## src/rtl/pc_fetch_pkg.sv

```systemverilog
// Shared definitions for the PC / fetch-request stage: FSM encoding and
// default reset PC, increment and alignment.
package pc_fetch_pkg;

  typedef enum logic [1:0] {
    IDLE  = 2'd0,
    REQ   = 2'd1,
    STALL = 2'd2
  } fetch_state_e;

  localparam logic [31:0] DEF_RESET_PC   = 32'h0000_0000;
  localparam int          DEF_INC        = 4;
  localparam int          DEF_ALIGN_BITS = 2;

endpackage

```

## src/rtl/mux_21w.sv

```systemverilog
// Width-parameterized 2:1 selector; select=1 picks in2, select=0 picks in1.
module mux_21w #(
  parameter int W = 1
) (
  output logic [W-1:0] y,
  input  logic         select,
  input  logic [W-1:0] in1,
  input  logic [W-1:0] in2
);

  assign y = select ? in2 : in1;

endmodule

```

## src/rtl/pc_fetch_unit.sv

```systemverilog
// Architectural PC register and instruction-fetch request stage with
// branch redirect capture and downstream stall handling.
module pc_fetch_unit
  import pc_fetch_pkg::*;
#(
  parameter int              ADDR_W     = 32,
  parameter logic [ADDR_W-1:0] RESET_PC = ADDR_W'(DEF_RESET_PC),
  parameter int              INC        = DEF_INC,
  parameter int              ALIGN_BITS = DEF_ALIGN_BITS,
  parameter int              CNT_W      = 16
) (
  input  logic              clk,
  input  logic              rst,
  input  logic              stall,
  input  logic              branch_taken,
  input  logic [ADDR_W-1:0] branch_target,
  output logic              req_valid,
  input  logic              req_ready,
  output logic [ADDR_W-1:0] req_addr,
  output logic [ADDR_W-1:0] pc,
  output logic [CNT_W-1:0]  fetch_count,
  output logic              redirect_pending,
  output logic [1:0]        state
);

  // Handshake: a request completes on a rising edge where req_valid=1 and
  // req_ready=1. While req_valid=1 and not yet accepted, req_addr/req_valid
  // hold; stall and branch_taken never withdraw or alter an open request.

  localparam logic [ADDR_W-1:0] ALIGN_MASK = ~(ADDR_W'((1 << ALIGN_BITS) - 1));

  fetch_state_e      state_q, state_d;
  logic [ADDR_W-1:0] pc_q;
  logic [ADDR_W-1:0] redir_q;
  logic              pend_q;
  logic [CNT_W-1:0]  cnt_q;

  logic              hs;
  logic              sel;
  logic [ADDR_W-1:0] seq_pc;
  logic [ADDR_W-1:0] redir_pc;
  logic [ADDR_W-1:0] mux_y;
  logic [ADDR_W-1:0] next_pc;

  assign hs       = (state_q == REQ) && req_ready;
  assign sel      = pend_q | branch_taken;
  assign seq_pc   = pc_q + ADDR_W'(INC);
  // A live branch on the handshake edge overrides an older captured redirect.
  assign redir_pc = branch_taken ? branch_target : redir_q;

  mux_21w #(.W(ADDR_W)) u_next_pc_mux (
    .y      (mux_y),
    .select (sel),
    .in1    (seq_pc),
    .in2    (redir_pc)
  );

  assign next_pc = mux_y & ALIGN_MASK;

  always_comb begin
    state_d = state_q;
    case (state_q)
      IDLE:    state_d = REQ;
      REQ:     if (hs && stall) state_d = STALL;
      STALL:   if (!stall) state_d = REQ;
      default: state_d = IDLE;
    endcase
  end

  always_ff @(posedge clk) begin
    if (rst) begin
      state_q <= IDLE;
      pc_q    <= RESET_PC & ALIGN_MASK;
      redir_q <= '0;
      pend_q  <= 1'b0;
      cnt_q   <= '0;
    end else begin
      state_q <= state_d;
      case (state_q)
        IDLE: begin
          if (branch_taken) pc_q <= branch_target & ALIGN_MASK;
        end
        REQ: begin
          if (hs) begin
            pc_q   <= next_pc;
            cnt_q  <= cnt_q + CNT_W'(1);
            pend_q <= 1'b0;
          end else if (branch_taken) begin
            redir_q <= branch_target;
            pend_q  <= 1'b1;
          end
        end
        STALL: begin
          if (branch_taken) begin
            pc_q   <= branch_target & ALIGN_MASK;
            pend_q <= 1'b0;
          end
        end
        default: ;
      endcase
    end
  end

  assign req_valid        = (state_q == REQ);
  assign req_addr         = pc_q;
  assign pc               = pc_q;
  assign fetch_count      = cnt_q;
  assign redirect_pending = pend_q;
  assign state            = state_q;

endmodule

```

## config.mk

```make
export PLATFORM = sky130hd
export DESIGN_NAME = pc_fetch_unit
export DESIGN_NICKNAME = d
export VERILOG_FILES = /design/src/rtl/pc_fetch_pkg.sv /design/src/rtl/mux_21w.sv /design/src/rtl/pc_fetch_unit.sv
export SDC_FILE = /design/constraint.sdc
export NUM_CORES = 1
export LEC_CHECK = 0
export ABC_AREA = 1
export BUFFER_PORTS_ARGS = -buffer_cell sky130_fd_sc_hd__buf_2
export CAP_MARGIN = 0
export CORE_AREA = 2 2 88 111
export DETAILED_ROUTE_END_ITERATION = 10
export DIE_AREA = 0 0 90 113
export HOLD_SLACK_MARGIN = 0.08
export PLACE_DENSITY = 0.84
export SYNTH_ARGS = -nofsm -noshare
export SYNTH_HDL_FRONTEND = slang
export SYNTH_HIERARCHICAL = 1
export SYNTH_SLANG_ARGS = --single-unit
```

## constraint.sdc

```tcl
create_clock -name clk -period 2.9 [get_ports clk]
set_input_delay 0.29 -clock clk [delete_from_list [all_inputs] [get_ports clk]]
set_output_delay 0.29 -clock clk [all_outputs]
set_load 0.05 [all_outputs]
```

=== Word level (Yosys, flattened, before mapping) ===
Cells that the tools add are included.

* $add $sub $neg: 2
* Reductions and logical operators: 11
* Multiplexer cells: 12
* Bitwise gates (word level): 2
* Eq/ne operators: 8

{| class="wikitable"
|+ Operators by type and width
! operator !! count
|-
| $mux 32 || 4
|-
| $pmux 32 s2 || 1
|-
| $add 32x3->32 const B || 1
|-
| $add 16x1->16 const B || 1
|-
| $ne 2x1->1 const B || 3
|-
| $pmux 2 s3 || 1
|-
| $reduce_and 2->1 || 3
|-
| $reduce_and 3->1 || 2
|-
| $mux 2 || 2
|-
| $ne 2x2->1 const B || 2
|-
| $reduce_bool 2->1 || 2
|-
| $mux 1 || 3
|-
| $ne 3x2->1 const B || 1
|-
| $eq 2x1->1 const B || 1
|-
| $eq 2x2->1 const B || 1
|-
| $logic_and 1x1->1 || 2
|-
| $logic_not 2->1 || 1
|-
| $pmux 1 s2 || 1
|-
| $reduce_or 2->1 || 1
|-
| $not 1->1 || 1
|-
| $or 1x1->1 || 1
|}

* Logic and storage cells: 40
* Register bits: 83
* Input bits: 37
* Output and inout bits: 84

=== Logic depth before layout (Yosys ltp) ===
Gate-level depths: netlist of run 1.

* Word-level depth: 5
* Depth in mapped cells: 12
* Gate-level depth less buffers: 12

=== Hierarchy ===
Netlist of run 1, hierarchy kept.

{| class="wikitable"
|+ By module, submodules not included
! module !! cells each !! instances !! area an instance (um^2) !! sequential area each (um^2)
|-
| pc_fetch_unit || 722 || 1 || 4,718.3 || 1,621.6
|-
| mux_21w || 104 || 1 || 491.7 || 0.0
|}

=== Worst setup path after synthesis of run 1 ===
OpenSTA, ideal clock, no wires.

* Path type: register -> register
* From: reg pc_q[3], in the netlist pc[3]
* To: reg pc_q[12], in the netlist pc[12]
* Path slack: 0.839 ns
* Library setup time: 0.074 ns
* Buffers on the path: 0
* Required time: 2.826 ns
* Period minus slack after synthesis: 2.061 ns
* Arrival time: 1.987 ns
* Stages on the path, launching flop included: 11
* Cell sequence: dfxtp_1 -> ha_1 -> nand3_2 -> inv_2 -> nand2_1 -> nor2_2 -> xor2_1 -> nand2_1 -> nand2_1 -> nand2_1 -> a31oi_1

* Word-level cells in the longest chain between the ends: 4

{| class="wikitable"
|+ Ends and longest elaborated chain
! element !! line !! RTL
|-
| from (decl) || pc_fetch_unit.sv:33 || <nowiki>logic [ADDR_W-1:0] pc_q;</nowiki>
|-
| from (signal assigned) || pc_fetch_unit.sv:73 || <nowiki>pc_q <= RESET_PC & ALIGN_MASK;</nowiki>
|-
| from (signal assigned) || pc_fetch_unit.sv:81 || <nowiki>if (branch_taken) pc_q <= branch_target & ALIGN_MASK;</nowiki>
|-
| from (signal assigned) || pc_fetch_unit.sv:85 || <nowiki>pc_q <= next_pc;</nowiki>
|-
| $add 32x3->32 || pc_fetch_unit.sv:47 || <nowiki>assign seq_pc = pc_q + ADDR_W'(INC);</nowiki>
|-
| via seq_pc[12] || pc_fetch_unit.sv:40 || <nowiki>logic [ADDR_W-1:0] seq_pc;</nowiki>
|-
| $mux 32 || mux_21w.sv:11 || <nowiki>assign y = select ? in2 : in1;</nowiki>
|-
| via mux_y[12] || pc_fetch_unit.sv:42 || <nowiki>logic [ADDR_W-1:0] mux_y;</nowiki>
|-
| $mux 32 || pc_fetch_unit.sv:84 || <nowiki>if (hs) begin</nowiki>
|-
| $pmux 32 s2 || pc_fetch_unit.sv:79 || <nowiki>case (state_q)</nowiki>
|}

The timed path passes the listed nets, and every way through them passes these cells. The select of a mux whose other input is x is not followed.
A chain may end at the register's enable or synchronous reset.

=== Worst setup path in the final report of run 1 ===
* From: reg pc_q[3], in the netlist pc[3]
* To: reg pc_q[16], in the netlist pc[16]

The elaborated chain is that of the path after synthesis.

==> results of run 1 <==
[sequential cells by signal (all words and copies together), names as in the netlist]
name              cells
redir_q              30
fetch_count          16
state                 2
redirect_pending      1
pc                   30
[power breakdown]
group | total, mW | switching, mW | leakage (nW) | internal, mW
clock network | 1.25 | 0.448 | 0.160 | 0.800
logic | 0.903 | 0.685 | 1.83 | 0.217
registers | 1.26 | 0.0945 | 0.649 | 1.17
total | 3.41 | 1.23 | 2.64 | 2.19
[final cells by class]
cell class              instances  area share, %
inverters                      77          5.179
repair buffers                121          11.10
multi-input cells             580          47.73
well taps                     123          2.688
flip-flops and latches         79          27.62
clock inverters                 3          1.136
clock buffers                  13          4.545
[per-stage QoR]
step	power, mW	utilization, %
2_1_floorplan	2.046	-
3_3_place_gp	2.168	59.50
3_5_place_dp	2.178	59.50
4_1_cts	3.420	63.08
5_1_grt	3.548	63.08
6_report	3.413	63.08
[worst min-delay path by stage]
| stage | startpoint | endpoint | depth (start not counted) |
|---|---|---|---|
| floorplan | redir_q[26] | redir_q[26] | 2 |
| global placement | redir_q[29] | redir_q[29] | 2 |
| detailed placement | redir_q[10] | redir_q[10] | 2 |
| CTS | branch_target[19] | pc[19] | 3 |
| global route | branch_target[17] | pc[17] | 3 |
| finish | branch_target[7] | pc[7] | 3 |
[critical path, cell delays in order, from the launching register on]
cell,delay (ns)
dfxtp_1,0.46
ha_1,0.32
nand3_2,0.17
nor2_1,0.36
nand3_1,0.17
xor2_1,0.16
nand2_1,0.08
nand2_1,0.07
nand2_1,0.05
a31oi_1,0.19
[metal layers]
metal  share of wire, %  GRT usage (%)
met4                3.8          15.59
met3                7.0          4.194
met5              0.082              0
met1                 41          32.62
met2                 48          42.21
==> impl_metrics.json, run 1 <==
{
  "start_kind": "flip-flop",
  "mostFrequentLayoutCell": "nand2_1",
  "hold_buffers": 0,
  "finClkSkew_ns": 0.006184,
  "antenna_found_initial": 1,
  "dp_slack_ns": 0.8060,
  "grt_pass1_vias": 4609,
  "clk_pin_slew_ns": 0.06,
  "start_util_pct": 56.16,
  "vias": 5252,
  "dpl.hpwl_um": 9298,
  "seq_area_um2": 1582,
  "dp.cells": 980,
  "timing.final.hold_violations": 0,
  "slew_violations": 0,
  "ios": 121,
  "post_cts_buffers": 0,
  "ctsResizeCount": 0,
  "tritoncts": "done",
  "fin_nets": 907,
  "design.core.area_um2": 9076,
  "layout-drive-gt1-share_pct": 18.44,
  "relSlewSlack_pct": 44.35,
  "worst_r2r_path_depth": 9,
  "die_w_um": 90,
  "first_pass_iters": 5,
  "ff2ff_setup_slack_ns": 0.79,
  "grt_pass1_wl_um": 21620,
  "most-common-layout-cells": "274 x nand2_1, 114 x buf_2, 84 x o21ai_0, 79 x dfxtp_1, 74 x inv_1",
  "vias_per_cell": 5.273,
  "numCtsBuffers": 9,
  "multi_input_area_um2": 2733,
  "outcome": "completed",
  "wl_per_cell_um": 13.45,
  "fin_ws_ns": 0.7924,
  "period_needed_ns": 2.108,
  "rsz0062_at_grt": "no",
  "num-fill-cells": 858,
  "drc": 0,
  "crit_required_ns": 3.16,
  "clock.fmax_ghz": 0.4745,
  "crit_type": "reg -> reg",
  "fin_setup_tns_ns": 0,
  "drv_cap": 0,
  "path_max_fanout": 6,
  "reg2reg_from": "pc[3]",
  "avgSynthCellArea_um2": 6.309,
  "hold_class": "in -> reg",
  "cp-endpoint": "pc[16]",
  "diodes": 0,
  "cp-startpoint": "pc[3]",
  "p_per_area_nw_per_um2": 596.2,
  "synth_cells": 808,
  "netlist_area_um2": 5097,
  "fin_crit_sh_pct": 72.68,
  "cts_max_path_buffers": 2,
  "irDropWorstVdd_v": 0.0003202,
  "grt.overflow.total": 0,
  "die-area_um2": 10170,
  "worstReg2RegEnd": "pc[16]",
  "setup_viol": 0,
  "htreeDepth": 3,
  "rows": 39,
  "postRouteAntennaNets": 0,
  "cts-root-buf": "clkbuf_16",
  "drt-initial-drc-count": 380,
  "fin_cells": 996,
  "crit_arrival_ns": 2.37,
  "endpoint_kind": "flip-flop",
  "clkLatencyLatePin_ns": 0.34,
  "grt_usage_pct": 25.99,
  "gp_congestion": 0.9905,
  "portBuffers": 114,
  "whs_ns": 0.2210,
  "dieHeight_um": 113,
  "grt_max_degree": 61,
  "postPlaceCellArea_um2": 5400,
  "leakage_nw": 2.638,
  "synth_warnings": 6,
  "syn_to_final_growth_pct": 12.32,
  "clkSinkCount": 79,
  "final_cell_area_um2": 5725,
  "wl_um": 13400,
  "worst_pin_slew_ns": 0.8348
}
Note: power is estimated with default switching activity, not from simulation.
==> run 2, diff against run 1 <==
CORE_AREA = 2 2 95 120   (was 2 2 88 111)
DIE_AREA = 0 0 97 122   (was 0 0 90 113)
PLACE_DENSITY = 0.76   (was 0.84)
clock period = 1.73 ns   (was 2.9 ns; I/O delays follow)
==> run 2 against run 1 <==
Against the previous run: fmax is 24% higher; combinational power up 81%; sequential power grew 67%; sequential share of layout area down 0.91 points; die area increased by 16%; register-to-register slack worse by 0.76 ns; hold slack got worse by 0.12 ns; clock skew is essentially flat; first-iteration DRC count decreased by 1.6%; wire length rose by 4.5%; final area up 6.2%; largest power group unchanged; count of clock-buffer cells in the layout shrank 4; largest cell class unchanged.
==> impl_metrics.json, run 2 (synthesized netlist as in run 1, its figures left out) <==
{
  "num-fill-cells": 1094,
  "period_needed_ns": 1.698,
  "hp-start": "branch_target[18]",
  "top_usage_layer": "met2",
  "htreeDepth": 3,
  "die_w_um": 97,
  "clock.fmax_ghz": 0.5889,
  "final_cell_area_um2": 6083,
  "rows": 43,
  "endpoint_kind": "flip-flop",
  "holdPathStages": 3,
  "grt.overflow.total": 0,
  "fin_nets": 935,
  "rsz0062_at_grt": "yes",
  "path_max_fanout": 5,
  "portBuffers": 114,
  "gp_congestion": 0.9649,
  "wl_um": 14000,
  "vias": 5341,
  "fin_crit_sh_pct": 98.15,
  "crit_type": "reg -> reg",
  "setup_viol": 0,
  "drc": 0,
  "dieHeight_um": 122,
  "ff2ff_setup_slack_ns": 0.03,
  "tritoncts": "done",
  "slew_violations": 0,
  "postPlaceCellArea_um2": 5640,
  "ios": 121,
  "gr-usage-met1_pct": 30.06,
  "start_util_pct": 47.14,
  "worstReg2RegEnd": "pc[17]",
  "crit_required_ns": 2.00,
  "use_met2_pct": 39.06,
  "most-common-layout-cells": "269 x nand2_1, 114 x buf_2, 84 x o21ai_0, 73 x inv_1, 58 x dfxtp_1",
  "design.core.area_um2": 10810,
  "final_core_util_pct": 56.25,
  "hold_buffers": 0,
  "first_pass_iters": 5,
  "dpl.hpwl_um": 10120,
  "worst_r2r_path_depth": 9,
  "use_met3_pct": 3.672,
  "hold_path_end": "pc[18]",
  "cts-root-buf": "clkbuf_16",
  "worst_pin_slew_ns": 0.5148,
  "grt_max_degree": 61,
  "syn_to_final_growth_pct": 19.34,
  "wl_per_cell_um": 13.51,
  "finClkSkew_ns": 0.006518,
  "postRouteAntennaNets": 0,
  "irDropWorstVdd_v": 0.0004629,
  "grt_pass1_vias": 4684,
  "p_per_area_nw_per_um2": 912.2,
  "crit_arrival_ns": 1.97,
  "clk_pin_slew_ns": 0.07,
  "leakage_nw": 2.782,
  "drt-initial-drc-count": 374,
  "layout-drive-gt1-share_pct": 26.53,
  "relSlewSlack_pct": 65.68,
  "mostFrequentLayoutCell": "nand2_1",
  "diodes": 0,
  "grt_usage_pct": 23.31,
  "start_kind": "flip-flop",
  "cts_max_path_buffers": 2,
  "grt_pass1_wl_um": 22550,
  "outcome": "completed",
  "numCtsBuffers": 9,
  "reg2reg_from": "pc[2]",
  "drv_cap": 0,
  "clkSinkCount": 79,
  "clkLatencyLatePin_ns": 0.34,
  "timing.final.hold_violations": 0,
  "antenna_found_initial": 0,
  "vias_per_cell": 5.155,
  "die-area_um2": 11830,
  "hold_class": "in -> reg"
}
==> run 2: cell type report <==
class                           count  area, um^2  area share (%)
Multi-Input combinational cell    580        2841           46.71
Sequential cell                    79        1625           26.72
Timing Repair Buffer              149       865.8           14.23
Inverter                           77       299.0           4.916
Clock buffer                        9       225.2           3.702
Tap cell                          135       168.9           2.777
Clock inverter                      7       57.56          0.9461
==> run 2: timing repair <==
| action | CTS | global route |
|---|---|---|
| setup buffers | 0 | 4 |
| setup endpoints to repair | 0 | 22 |
| gates resized for setup | 0 | 40 |
==> run 2: report_power, final <==
part           switching, mW  internal [mW]  leakage, nW
Combinational           1.20          0.434         2.00
Sequential             0.138           1.97        0.657
Clock                  0.822          0.986        0.129
==> run 2: layer usage <==
metal,wire length (um),vias up
met3,826,24
met1,6095,2404
met4,360,0
met2,6718,173
li1,-,2740
met5,0,-
==> run 2: critical path: stages (launching register included) <==
cell and delay, ns:
dfxtp_4 0.37, buf_6 0.11, nand3_4 0.09, nor3_4 0.32
nand3_2 0.14, xor2_1 0.24, nand2_1 0.08, nand2_1 0.06
nand2_1 0.05, a31oi_1 0.16
==> run 2: worst max path at each step <==
stage	start	end	slack [ns]
floorplan	pc[21]	pc[31]	0.006
global placement	pc[2]	pc[16]	0.06
detailed placement	pc[2]	pc[28]	0.02
CTS	pc[2]	pc[28]	0.0007
global route	pc[2]	pc[12]	-0.09
finish	pc[2]	pc[17]	0.03
==> run 2: metrics by stage <==
stage	total power, mW	setup slack (ns)	hold slack, ns	instances	setup TNS [ns]
after floorplan	3.442	0.006086	0.3235	811	0
after global placement	3.727	0.06149	0.4309	1016	0
after detailed placement	3.741	0.02164	0.4369	1016	0
after CTS	5.542	0.0006553	0.08977	1032	0
after global routing	5.792	-0.09010	0.1014	1036	-0.5361
final	5.549	0.03199	0.09913	1036	0
